## src/rtl/dmem_arbiter_pkg.sv

```systemverilog
// Shared definitions for the data-memory arbiter: FSM state encodings and
// default memory latency.
package dmem_arbiter_pkg;

    typedef enum logic [1:0] {
        ARB_IDLE   = 2'd0,
        ARB_ACCESS = 2'd1,
        ARB_WAIT   = 2'd2,
        ARB_RESP   = 2'd3
    } arb_state_t;

    // Memory latency in cycles from mem_en to mem_rdata valid.
    localparam int MEM_LAT_DEFAULT = 2;

    // Wait counter width; covers latencies 1..15.
    localparam int CNT_W = 4;

endpackage

```

## src/rtl/dmem_arbiter_rr_arb2.sv

```systemverilog
// Combinational 2-way round-robin picker. With both requests present the port
// that did not win last time is chosen.
module rr_arb2 (
    input  logic [1:0] req,
    input  logic       last,
    output logic       gnt,
    output logic       valid
);

    // Pick a winner from the current request vector
    always_comb begin
        valid = |req;
        gnt   = 1'b0;
        case (req)
            2'b01:   gnt = 1'b0;
            2'b10:   gnt = 1'b1;
            2'b11:   gnt = ~last;
            default: gnt = 1'b0;
        endcase
    end

endmodule

```

## src/rtl/dmem_arbiter.sv

```systemverilog
// Two-master arbiter in front of a single-port fixed-latency data memory.
// Port 0 is the CPU data port, port 1 a secondary master (debug/DMA loader).
//
// state      | meaning
// -----------+-----------------------------------------------------------
// ARB_IDLE   | no access in flight; arbitrate and latch the winner
// ARB_ACCESS | mem_en strobe with latched addr/wdata/byteen
// ARB_WAIT   | counting down the remaining memory latency
// ARB_RESP   | mem_rdata valid; ack the winner and capture read data
module dmem_arbiter
    import dmem_arbiter_pkg::*;
#(
    parameter int MEM_LAT = MEM_LAT_DEFAULT
) (
    input  logic        clk,
    input  logic        reset,

    input  logic        m0_req,
    input  logic [31:0] m0_addr,
    input  logic [31:0] m0_wdata,
    input  logic [3:0]  m0_byteen,
    output logic [31:0] m0_rdata,
    output logic        m0_ack,
    output logic        m0_stall,

    input  logic        m1_req,
    input  logic [31:0] m1_addr,
    input  logic [31:0] m1_wdata,
    input  logic [3:0]  m1_byteen,
    output logic [31:0] m1_rdata,
    output logic        m1_ack,

    output logic        mem_en,
    output logic [31:0] mem_addr,
    output logic [31:0] mem_wdata,
    output logic [3:0]  mem_byteen,
    input  logic [31:0] mem_rdata
);

    localparam logic [CNT_W-1:0] CNT_LOAD = CNT_W'(MEM_LAT - 1);

    arb_state_t       state;
    arb_state_t       state_nxt;
    logic [CNT_W-1:0] cnt;
    logic             last_gnt;
    logic             gnt_id;
    logic [29:0]      lat_addr;
    logic [31:0]      lat_wdata;
    logic [3:0]       lat_byteen;
    logic [31:0]      rdata0_q;
    logic [31:0]      rdata1_q;

    logic             arb_gnt;
    logic             arb_valid;
    logic             is_read;

    // Byte offset bits never reach the memory; alignment is checked upstream.
    logic             unused_addr_lsb;
    assign unused_addr_lsb = ^{m0_addr[1:0], m1_addr[1:0]};

    rr_arb2 u_rr_arb2 (
        .req   ({m1_req, m0_req}),
        .last  (last_gnt),
        .gnt   (arb_gnt),
        .valid (arb_valid)
    );

    assign is_read = (lat_byteen == 4'b0000);

    // State register
    always_ff @(posedge clk or negedge reset) begin
        if (!reset) state <= ARB_IDLE;
        else        state <= state_nxt;
    end

    // Next-state logic
    always_comb begin
        state_nxt = state;
        case (state)
            ARB_IDLE:   if (arb_valid) state_nxt = ARB_ACCESS;
            ARB_ACCESS: state_nxt = (MEM_LAT == 1) ? ARB_RESP : ARB_WAIT;
            ARB_WAIT:   if (cnt == CNT_W'(1)) state_nxt = ARB_RESP;
            ARB_RESP:   state_nxt = ARB_IDLE;
            default:    state_nxt = ARB_IDLE;
        endcase
    end

    // Grant latch, wait counter and per-port read data capture
    always_ff @(posedge clk or negedge reset) begin
        if (!reset) begin
            cnt        <= '0;
            last_gnt   <= 1'b1;
            gnt_id     <= 1'b0;
            lat_addr   <= '0;
            lat_wdata  <= '0;
            lat_byteen <= '0;
            rdata0_q   <= '0;
            rdata1_q   <= '0;
        end else begin
            case (state)
                ARB_IDLE: begin
                    if (arb_valid) begin
                        gnt_id   <= arb_gnt;
                        last_gnt <= arb_gnt;
                        if (arb_gnt) begin
                            lat_addr   <= m1_addr[31:2];
                            lat_wdata  <= m1_wdata;
                            lat_byteen <= m1_byteen;
                        end else begin
                            lat_addr   <= m0_addr[31:2];
                            lat_wdata  <= m0_wdata;
                            lat_byteen <= m0_byteen;
                        end
                    end
                end
                ARB_ACCESS: cnt <= CNT_LOAD;
                ARB_WAIT:   cnt <= cnt - CNT_W'(1);
                ARB_RESP: begin
                    if (is_read) begin
                        if (gnt_id) rdata1_q <= mem_rdata;
                        else        rdata0_q <= mem_rdata;
                    end
                end
                default: ;
            endcase
        end
    end

    // Memory strobe, acks and read data; read data passes straight through in
    // the ack cycle so the requester sees it together with ack.
    always_comb begin
        mem_en     = 1'b0;
        mem_addr   = '0;
        mem_wdata  = '0;
        mem_byteen = '0;
        m0_ack     = 1'b0;
        m1_ack     = 1'b0;
        m0_rdata   = rdata0_q;
        m1_rdata   = rdata1_q;
        if (state == ARB_ACCESS) begin
            mem_en     = 1'b1;
            mem_addr   = {lat_addr, 2'b00};
            mem_wdata  = lat_wdata;
            mem_byteen = lat_byteen;
        end
        if (state == ARB_RESP) begin
            if (gnt_id) begin
                m1_ack = 1'b1;
                if (is_read) m1_rdata = mem_rdata;
            end else begin
                m0_ack = 1'b1;
                if (is_read) m0_rdata = mem_rdata;
            end
        end
    end

    assign m0_stall = m0_req & ~m0_ack;

endmodule

```

## config.mk

```make
export PLATFORM = sky130hd
export DESIGN_NAME = dmem_arbiter
export DESIGN_NICKNAME = d
export VERILOG_FILES = /design/src/rtl/dmem_arbiter_pkg.sv /design/src/rtl/dmem_arbiter_rr_arb2.sv /design/src/rtl/dmem_arbiter.sv
export SDC_FILE = /design/constraint.sdc
export NUM_CORES = 1
export LEC_CHECK = 0
export CAP_MARGIN = 10
export CORE_ASPECT_RATIO = 1.2
export CORE_UTILIZATION = 40
export CTS_BUF_LIST = sky130_fd_sc_hd__clkbuf_8
export CTS_CLUSTER_SIZE = 40
export DETAILED_ROUTE_END_ITERATION = 16
export PLACE_DENSITY = 0.79
export SYNTH_ARGS = -nofsm -noshare
export SYNTH_HDL_FRONTEND = slang
export SYNTH_SLANG_ARGS = --single-unit
```

## constraint.sdc

```tcl
create_clock -name clk -period 1.8 [get_ports clk]
set_input_delay 0.27 -clock clk [delete_from_list [all_inputs] [get_ports clk]]
set_output_delay 0.27 -clock clk [all_outputs]
set_load 0.1 [all_outputs]
```

==> summary.txt <==
Floorplanning
  • Die width: roughly 120 um
  • Core Box Area: 17510 um2
  • Initial Util: 0.4098
  • Die area: roughly 18000 um2
  • Std-Cell Rows: 53
  • Die H: between 100 and 150 um
  • Top Ports: 308

Routing
  • Antenna viol nets, final: 0
  • Routed length per instance: roughly 20 um
  • Drt pass-1 iters: 4
  • Residual DRC count: 0
  • Post-DR vias/cell: about 5.0
  • DRT Wirelength: roughly 24000 um
  • Initial DRC count: about 220
  • Via count: 6090

Run status
  • Failing checks: negative setup slack
  • Outcome: finished, violations left

Critical path
  • FF-to-FF Start: lat_byteen[2]$_DFFE_PN0P_
  • WP data required: around 1500 ps
  • R2R setup slack: -370 ps
  • Crit Path Class: register to output pin
  • Max FO, Critical Path: 21
  • Worst R2R End: rdata0_q[22]$_DFFE_PN0P_
  • CP arrival: 2210 ps
  • Worst path max stage delay: 410 ps
  • Crit-path slowest cell: dfrtp_1
  • Register-to-Register Path Depth: 10
  • CP most frequent cell: buf_12
  • CP cell instances: nor4_4 > and2_4 > buf_12 > mux2_4 > buf_12
  • Crit. End Element: output pin
  • Critical path startpoint category: register
  • Critical Path Start: lat_byteen[2]$_DFFE_PN0P_

Clock tree
  • Clock latency on the worst-skew pair: about 440 ps
  • H-tree levels: 4
  • CTS clk-pin slew, worst paths: 90 ps
  • CTS Buf Count: 17
  • Root Buffer: clkbuf_8
  • CTS tree: yes
  • Clock Path Buffers: 2
  • Clock sink count: around 140

STA
  • Clk_skew: between 15 and 20 ps
  • Setup ws final: -678.3 ps
  • Final hold vios: 0
  • RSZ-0062 raised after global routing: true
  • Tmin final: between 2000 and 2500 ps
  • Final setup fails: ~170
  • Period utilization: 1.377
  • Setup TNS: -75450 ps
  • Fmax: around 400 MHz
  • Max Slew Vio Count: 0

Yosys
  • Main synth FF type: dfrtp_1
  • Synth async-reset ratio: 1.000
  • Cell Area, Synth: 7174 um2
  • EDFF count, synth: 0
  • Seq/Total Area, Yosys: 0.4815
  • Cells after Synth: ~620
  • Synth unique cells: 30
  • Syn avg cell area: between 10 and 15 um2
  • Flops & latches, synth: between 100 and 150
  • Synth Warn #: 0

Global route
  • First-pass GRT wire length: 36540 um
  • Largest net degree at the start of global routing: 53
  • Initial antenna violation count: 0
  • Gr usage total: 0.2612
  • Gr ovfl total: 0
  • Vias in the first global route: around 6400

Place
  • Routability cong.: between 0.7 and 0.8
  • HPWL Detailed: 15580 um
  • PortBufs: between 300 and 400

Final layout
  • Synthesis-to-layout area growth: 90.53%
  • Fin nets: 1159
  • # diodes: 0
  • Share of cells above drive strength 1: 0.4632
  • Fin util: 0.7808

Flow run
  • Max-cap violations: 0

Worst hold path
  • HP Class: input port to async pin
## per-stage QoR
| stage | setup slack, ps | hold slack [ps] | cell area, um2 | cells |
|---|---|---|---|---|
| after floorplan | -474.2 | -25.59 | 7545 | 619 |
| after global placement | -179.2 | 230.9 | 12380 | 1142 |
| after detailed placement | -201.5 | 228.0 | 12380 | 1142 |
| after CTS | -702.9 | 302.7 | 13520 | 1202 |
| after global routing | -806.8 | 322.8 | 13670 | 1213 |
| final | -678.3 | 330.8 | 13670 | 1213 |
## synthesized netlist by cell type (2+ instances only)
cell,instances,area share
a21oi_1,3,0.0021
and2_1,66,0.058
and2_2,2,0.0021
buf_2,10,0.0070
buf_4,3,0.0031
buf_6,15,0.024
clkbuf_1,15,0.0078
dfrtp_1,137,0.48
ha_1,7,0.012
inv_1,7,0.0037
mux2_2,128,0.20
mux2i_1,67,0.093
nand2_1,67,0.035
nor2b_1,3,0.0026
nor3_1,3,0.0021
o21ai_0,71,0.050
## cell usage in the layout, fill, tap and decap left out, drive strengths merged
cell type,count
a21bo,1
a21oi,3
a22o,1
a31oi,1
and2,68
buf,216
bufinv,2
clkbuf,20
clkdlybuf4s50,166
clkinv,4
conb,2
dfrtp,137
dfstp,1
dlygate4sd3,1
ha,7
inv,16
mux2,128
mux2i,67
nand2,68
nand3,1
nor2b,3
nor3,3
nor3b,1
nor4,1
o21ai,72
o32a,1
or3,1
or3b,1
## cell families after synthesis
family / Yosys count / share of synthesized area
simple gates: 147 / 0.1071
flops: 138 / 0.4815
mux: 195 / 0.2944
fa+ha+maj: 7 / 0.01221
buf+inv: 51 / 0.04709
other cells: 1 / 0.0005227
compound gates: 79 / 0.05720
## routing by layer
metal,share of wire,track usage,up-vias
li1,-,-,2857
met1,0.38,0.2882,2964
met2,0.54,0.4801,243
met3,0.062,0.07950,26
met4,0.016,0.07711,0
met5,0,0,-
## worst max path at each step
stage | end | slack (ps)
after floorplan | mem_addr[10] | -470
after global placement | m1_rdata[15] | -180
after detailed placement | m1_rdata[19] | -200
after CTS | m1_rdata[19] | -700
after global routing | m1_rdata[20] | -810
final | m1_rdata[20] | -680
## registers in the layout, indices dropped and copies added, names as in the netlist
signal / flops
lat_wdata: 32
rdata0_q: 32
rdata1_q: 32
lat_addr: 30
cnt: 4
lat_byteen: 4
state: 2
gnt_id: 1
last_gnt: 1
## cell type report
type | count | area [um2]
clock buffers | 17 | 234.0
clock inverters | 15 | 177.7
fillers | 1012 | 3837
inverters | 7 | 28.78
multi-input cells | 430 | 3892
flip-flops and latches | 138 | 3455
well taps | 220 | 275.3
repair buffers | 386 | 5607
## critical path: cells and delay by family, from the launching register on
family        cells  cell delay (ps)
buf+inv           2              370
flops             1              410
simple gates      2              600
mux               1              360
## timing repair
action                                  4_1_cts  5_1_grt
cloned                                       11        3
hold buffers                                  1        0
hold endpoints to repair                     39        0
setup buffers                                16       14
resized for setup                           107       20
endpoints found under the setup margin      150      207
pin swaps                                     2        2
Power is not shown: default switching activity piles up to over one toggle a cycle in this logic, so the estimate is an artifact.
==> patch 1, RTL diff (config.mk and constraints unchanged) <==
Reset style: synchronous (`reset`), changed in 2 clocked blocks.
--- a/src/rtl/dmem_arbiter.sv
+++ b/src/rtl/dmem_arbiter.sv
@@ -68,7 +68,7 @@
     assign is_read = (lat_byteen == 4'b0000);
 
     // State register
-    always_ff @(posedge clk or negedge reset) begin
+    always_ff @(posedge clk) begin
         if (!reset) state <= ARB_IDLE;
         else        state <= state_nxt;
     end
@@ -86,7 +86,7 @@
     end
 
     // Grant latch, wait counter and per-port read data capture
-    always_ff @(posedge clk or negedge reset) begin
+    always_ff @(posedge clk) begin
         if (!reset) begin
             cnt        <= '0;
             last_gnt   <= 1'b1;
Check against the original RTL: differs if reset is asserted again (counterexample within 4 cycles, from zero or initial values and one cycle with reset low); with reset held inactive, the same outputs for 4 cycles.
==> patch 1 against the original RTL <==
The flow still finishes with violations (negative setup slack); sequential share of layout area decreased by 4.2 points; setup slack better by 110 ps; global-route usage down 3.6 points; final area decreased by 4.0%; sequential cell count unchanged; wire length shrank 12%; synthesized area is 0.80% lower; critical endpoint is now m0_rdata[23].
==> patch 1: results (changes against the original RTL) <==
- Run status: finished with violations (unchanged).
- Violations in the final reports: negative setup slack (unchanged).
- The top cell family by delay on the critical path is buffers and inverters (was simple AND/OR/NAND/NOR gates).
- The post-CTS setup buffer count is 13 (was 16).
- The arrival time reported for the critical path endpoint is 2100 ps (was 2210 ps).
- The highest net fanout along the worst path was 9 (was 21).
- The end-of-flow core utilization was 0.752 (was 0.781).
- The least setup slack across all paths after layout is -568 ps (was -678 ps).
- The area share of fa/ha/maj cells after synthesis is 0.0123 (was 0.0122).
- The pin count of the biggest net entering global routing is 91 (was 53).
- Synth top area cells: sky130_fd_sc_hd__dfxtp_1 (39%), sky130_fd_sc_hd__mux2i_1 (18%), sky130_fd_sc_hd__mux2_4 (12%), sky130_fd_sc_hd__and2_1 (6.0%), sky130_fd_sc_hd__nand2_1 (5.2%) (was sky130_fd_sc_hd__dfrtp_1 (48%), sky130_fd_sc_hd__mux2_2 (20%), sky130_fd_sc_hd__mux2i_1 (9.3%), sky130_fd_sc_hd__and2_1 (5.8%), sky130_fd_sc_hd__o21ai_0 (5.0%)).
- The number of standard cells after synthesis is 737 (was 618).
- The wire length reported by the detailed router is 21.2 mm (was 24.0 mm).
- The final-layout fill cell count came to 1100 (was 1012).
- The cell at the slowest stage of the critical path is sky130_fd_sc_hd__dfxtp_2 (was sky130_fd_sc_hd__dfrtp_1).
- The number of cells after detailed placement is 1249 (was 1142).
- The total negative setup slack is -48900 ps (was -75450 ps).
- The initial DRC count is 258 (was 215).
- The first-pass iteration count of the detailed router is 5 (was 4).
- The fraction of layout instances using a drive strength above 1 is 0.361 (was 0.463).
- The startpoint of the most critical register-to-register path is lat_byteen[3] (was lat_byteen[2]).
- The count of unique library cells instantiated by Yosys came to 32 (was 30).
- The mux cell area share after synthesis is 0.315 (was 0.294).
- The setup slack of the most critical reg-to-reg path is 100 ps (was -370 ps).
- The compound-gate portion of the synthesized area is 0.108 (was 0.0572).
- The post-cts hold buffer count is 0 (was 1).
- The number of resized instances in the post-cts repair step is 53 (was 107).
- The global-route wire length before repair came to 31.7 mm (was 36.5 mm).
- The total half-perimeter wirelength after legalization and detailed placement is 14.9 mm (was 15.6 mm).
- The cell area reported after detailed placement is 0.0121 mm2 (was 0.0124 mm2).
- The number of cells on the worst reg-to-reg path is 7 (was 10).
- The worst hold-check path type was in -> reg (was in -> async).
- The final instance count without filler cells came to 1312 (was 1213).
- The pre-CTS worst setup slack was -126 ps (was -201 ps).
- The share of flip-flops with an asynchronous set or reset is 0 (was 1.00).
- The count of endpoints failing setup in the final report is 132 (was 166).
==> patch 1: area by class of cell <==
cell class / instances / area share
clock buffer: 18 / 0.0189
clock inverter: 14 / 0.0140
inverter: 6 / 0.00191
multi-input combinational: 531 / 0.323
sequential: 138 / 0.211
tap: 220 / 0.0210
timing repair buffer: 385 / 0.410
==> patch 1: kinds of logic (layout without fill, tap and decap cells) <==
group | count (synthesis) | in the layout
mux | 195 | 195
simple gates | 180 | 180
compound gates | 147 | 147
flops | 138 | 138
buf+inv | 69 | 423
fa+ha+maj | 7 | 7
other cells | 1 | 2
==> patch 1: power by group through the flow <==
stage	Sequential, mW	Clock (mW)	Combinational [mW]
after floorplan	3.91	0	4.85
after global placement	3.94	0	7.62
after detailed placement	3.99	0	7.72
after CTS	3.96	2.82	8.69
after global routing	4.05	2.98	9.06
final	3.98	2.75	8.68
==> patch 1: how the worst min path moves through the flow <==
stage / start / to / cells past startpoint
finish: reset / last_gnt / 2
global route: reset / last_gnt / 2
CTS: reset / last_gnt / 2
detailed placement: rdata0_q[31] / rdata0_q[31] / 2
global placement: rdata0_q[0] / rdata0_q[0] / 2
floorplan: mem_rdata[0] / rdata0_q[0] / 2
==> patch 1: worst register-to-register path: cells and delay by family (launching register included) <==
family / cells / cell delay (ps)
buf+inv: 4 / 730
flops: 1 / 340
mux: 1 / 120
simple gates: 2 / 410
==> patch 1: metal layers <==
| metal | track usage | vias up | routed length, um |
|---|---|---|---|
| met5 | 0 | - | 0 |
| met4 | 0.0693 | 0 | 269 |
| met3 | 0.0771 | 17 | 1630 |
| met2 | 0.417 | 231 | 11600 |
| met1 | 0.233 | 3063 | 7680 |
| li1 | - | 3229 | - |
==> patch 2, RTL diff (config.mk and constraints unchanged) <==
Made on the original files. The package constant `CNT_W` goes from 4 to 5.
--- a/src/rtl/dmem_arbiter_pkg.sv
+++ b/src/rtl/dmem_arbiter_pkg.sv
@@ -13,7 +13,7 @@
     localparam int MEM_LAT_DEFAULT = 2;
 
     // Wait counter width; covers latencies 1..15.
-    localparam int CNT_W = 4;
+    localparam int CNT_W = 5;
 
 endpackage
 
Formal check against the unedited RTL: same outputs for any inputs over 4 cycles, from zero or initial values and one cycle with reset low; that may be too few to reach the edited logic, so the function may still have changed.
==> patch 2 against the original RTL <==
Largest cell class unchanged; sequential cell count up 1; the flow still finishes with violations (negative setup slack); clock skew down 5.7 ps; synthesized area up 3.8%; via count down 0.97%; wire length down 8.6%; register-to-register slack better by 310 ps; setup slack better by 82 ps; final area up 0.59%; fmax up 3.4%.
Power is left out: the tool's default activity adds up to more than one toggle a clock period on the data nets, which glitch-free logic cannot reach.
==> patch 2: results (changes against the original RTL) <==
- Run status: finished with violations (unchanged).
- Violations in the final reports: negative setup slack (unchanged).
- The launching element of the worst setup path is state[0] (was lat_byteen[2]).
- The synthesized area per cell is 11.9 um2 (was 11.6 um2).
- The highest cell delay on the worst timing path was 390 ps (was 410 ps).
- The cell area reported after detailed placement is 0.0127 mm2 (was 0.0124 mm2).
- The wire length per cell after detailed routing is 18.0 um (was 19.8 um).
- The met2 layer usage reported by global route came to 0.431 (was 0.480).
- The least setup slack across all paths after layout is -596 ps (was -678 ps).
- The number of cells on the worst reg-to-reg path was 8 (was 10).
- The final worst hold slack is 339 ps (was 331 ps).
- The pre-CTS worst setup slack is -166 ps (was -201 ps).
- The count of endpoints failing setup in the final report was 144 (was 166).
- Synth top area cells: sky130_fd_sc_hd__dfrtp_1 (46%), sky130_fd_sc_hd__mux2_4 (12%), sky130_fd_sc_hd__mux2_2 (9.7%), sky130_fd_sc_hd__mux2i_1 (8.9%), sky130_fd_sc_hd__and2_1 (5.6%) (was sky130_fd_sc_hd__dfrtp_1 (48%), sky130_fd_sc_hd__mux2_2 (20%), sky130_fd_sc_hd__mux2i_1 (9.3%), sky130_fd_sc_hd__and2_1 (5.8%), sky130_fd_sc_hd__o21ai_0 (5.0%)).
- The area share of fa/ha/maj cells after synthesis is 0.0118 (was 0.0122).
- Commonest cells in the netlist: sky130_fd_sc_hd__dfrtp_1 (138), sky130_fd_sc_hd__and2_1 (67), sky130_fd_sc_hd__nand2_1 (67) (was sky130_fd_sc_hd__dfrtp_1 (137), sky130_fd_sc_hd__mux2_2 (128), sky130_fd_sc_hd__o21ai_0 (71)).
- The mux cell area share after synthesis is 0.314 (was 0.294).
- The sequential standard cell area is 0.00348 mm2 (was 0.00345 mm2).
- The final-layout fill cell count is 1090 (was 1012).
- The wire length reported by the detailed router is 22.0 mm (was 24.0 mm).
- The weighted congestion reported at the end of routability-driven placement is 0.757 (was 0.756).
- The global-route wire length before repair came to 33.8 mm (was 36.5 mm).
- The count of unique library cells instantiated by Yosys is 36 (was 30).
- The first-pass iteration count of the detailed router is 4 (unchanged).
- The terminus of the critical flop-to-flop path is rdata1_q[12] (was rdata0_q[22]).
- The sequential-to-total area share from yosys stat was 0.467 (was 0.482).
- The met3 track utilization from global routing came to 0.0660 (was 0.0795).
- The top cell family by delay on the critical path is buffers and inverters (was simple AND/OR/NAND/NOR gates).
- The met3 wire length is 1.35 mm (was 1.50 mm).
- The highest net fanout along the worst path is 23 (was 21).
- The post-detailed-route via-to-cell ratio is 4.95 (was 5.02).
- The detailed-route wire length on metal 1 is 8.49 mm (was 9.22 mm).
- The capture point of the worst path was m0_rdata[28] (was m1_rdata[20]).
- The detailed-routed wire length on met2 is 11.7 mm (was 12.9 mm).
- The global-route usage over all layers was 0.234 (was 0.261).
- The number of cells after detailed placement is 1156 (was 1142).
- The compound-gate portion of the synthesized area came to 0.0571 (was 0.0572).
- The met1 track demand over resource is 0.263 (was 0.288).
- The fraction of layout instances using a drive strength above 1 is 0.459 (was 0.463).
[patch 2: cell count changes after synthesis, moves of 4 or more]
cell	unedited run	this run
sky130_fd_sc_hd__mux2_2	128	64
sky130_fd_sc_hd__mux2_4	0	60
sky130_fd_sc_hd__o21ai_1	1	30
sky130_fd_sc_hd__o21ai_0	71	40
sky130_fd_sc_hd__buf_6	15	10
sky130_fd_sc_hd__nand3_1	1	5
sky130_fd_sc_hd__buf_2	10	15
sky130_fd_sc_hd__mux2_1	0	5
[patch 2: repair_timing]
item,4_1_cts,5_1_grt
setup buffers,19,4
resized for setup,22,9
cloned,7,0
pin swaps,3,1
setup endpoints to repair,134,147
endpoints found under the hold margin,43,0
hold buffers,1,0
[patch 2: final cells by class]
type	instances	share of cell area
timing repair buffer	380	0.395
inverter	8	0.00237
clock buffer	17	0.0170
tap	224	0.0204
sequential	139	0.253
multi-input combinational	435	0.291
clock inverter	15	0.0207
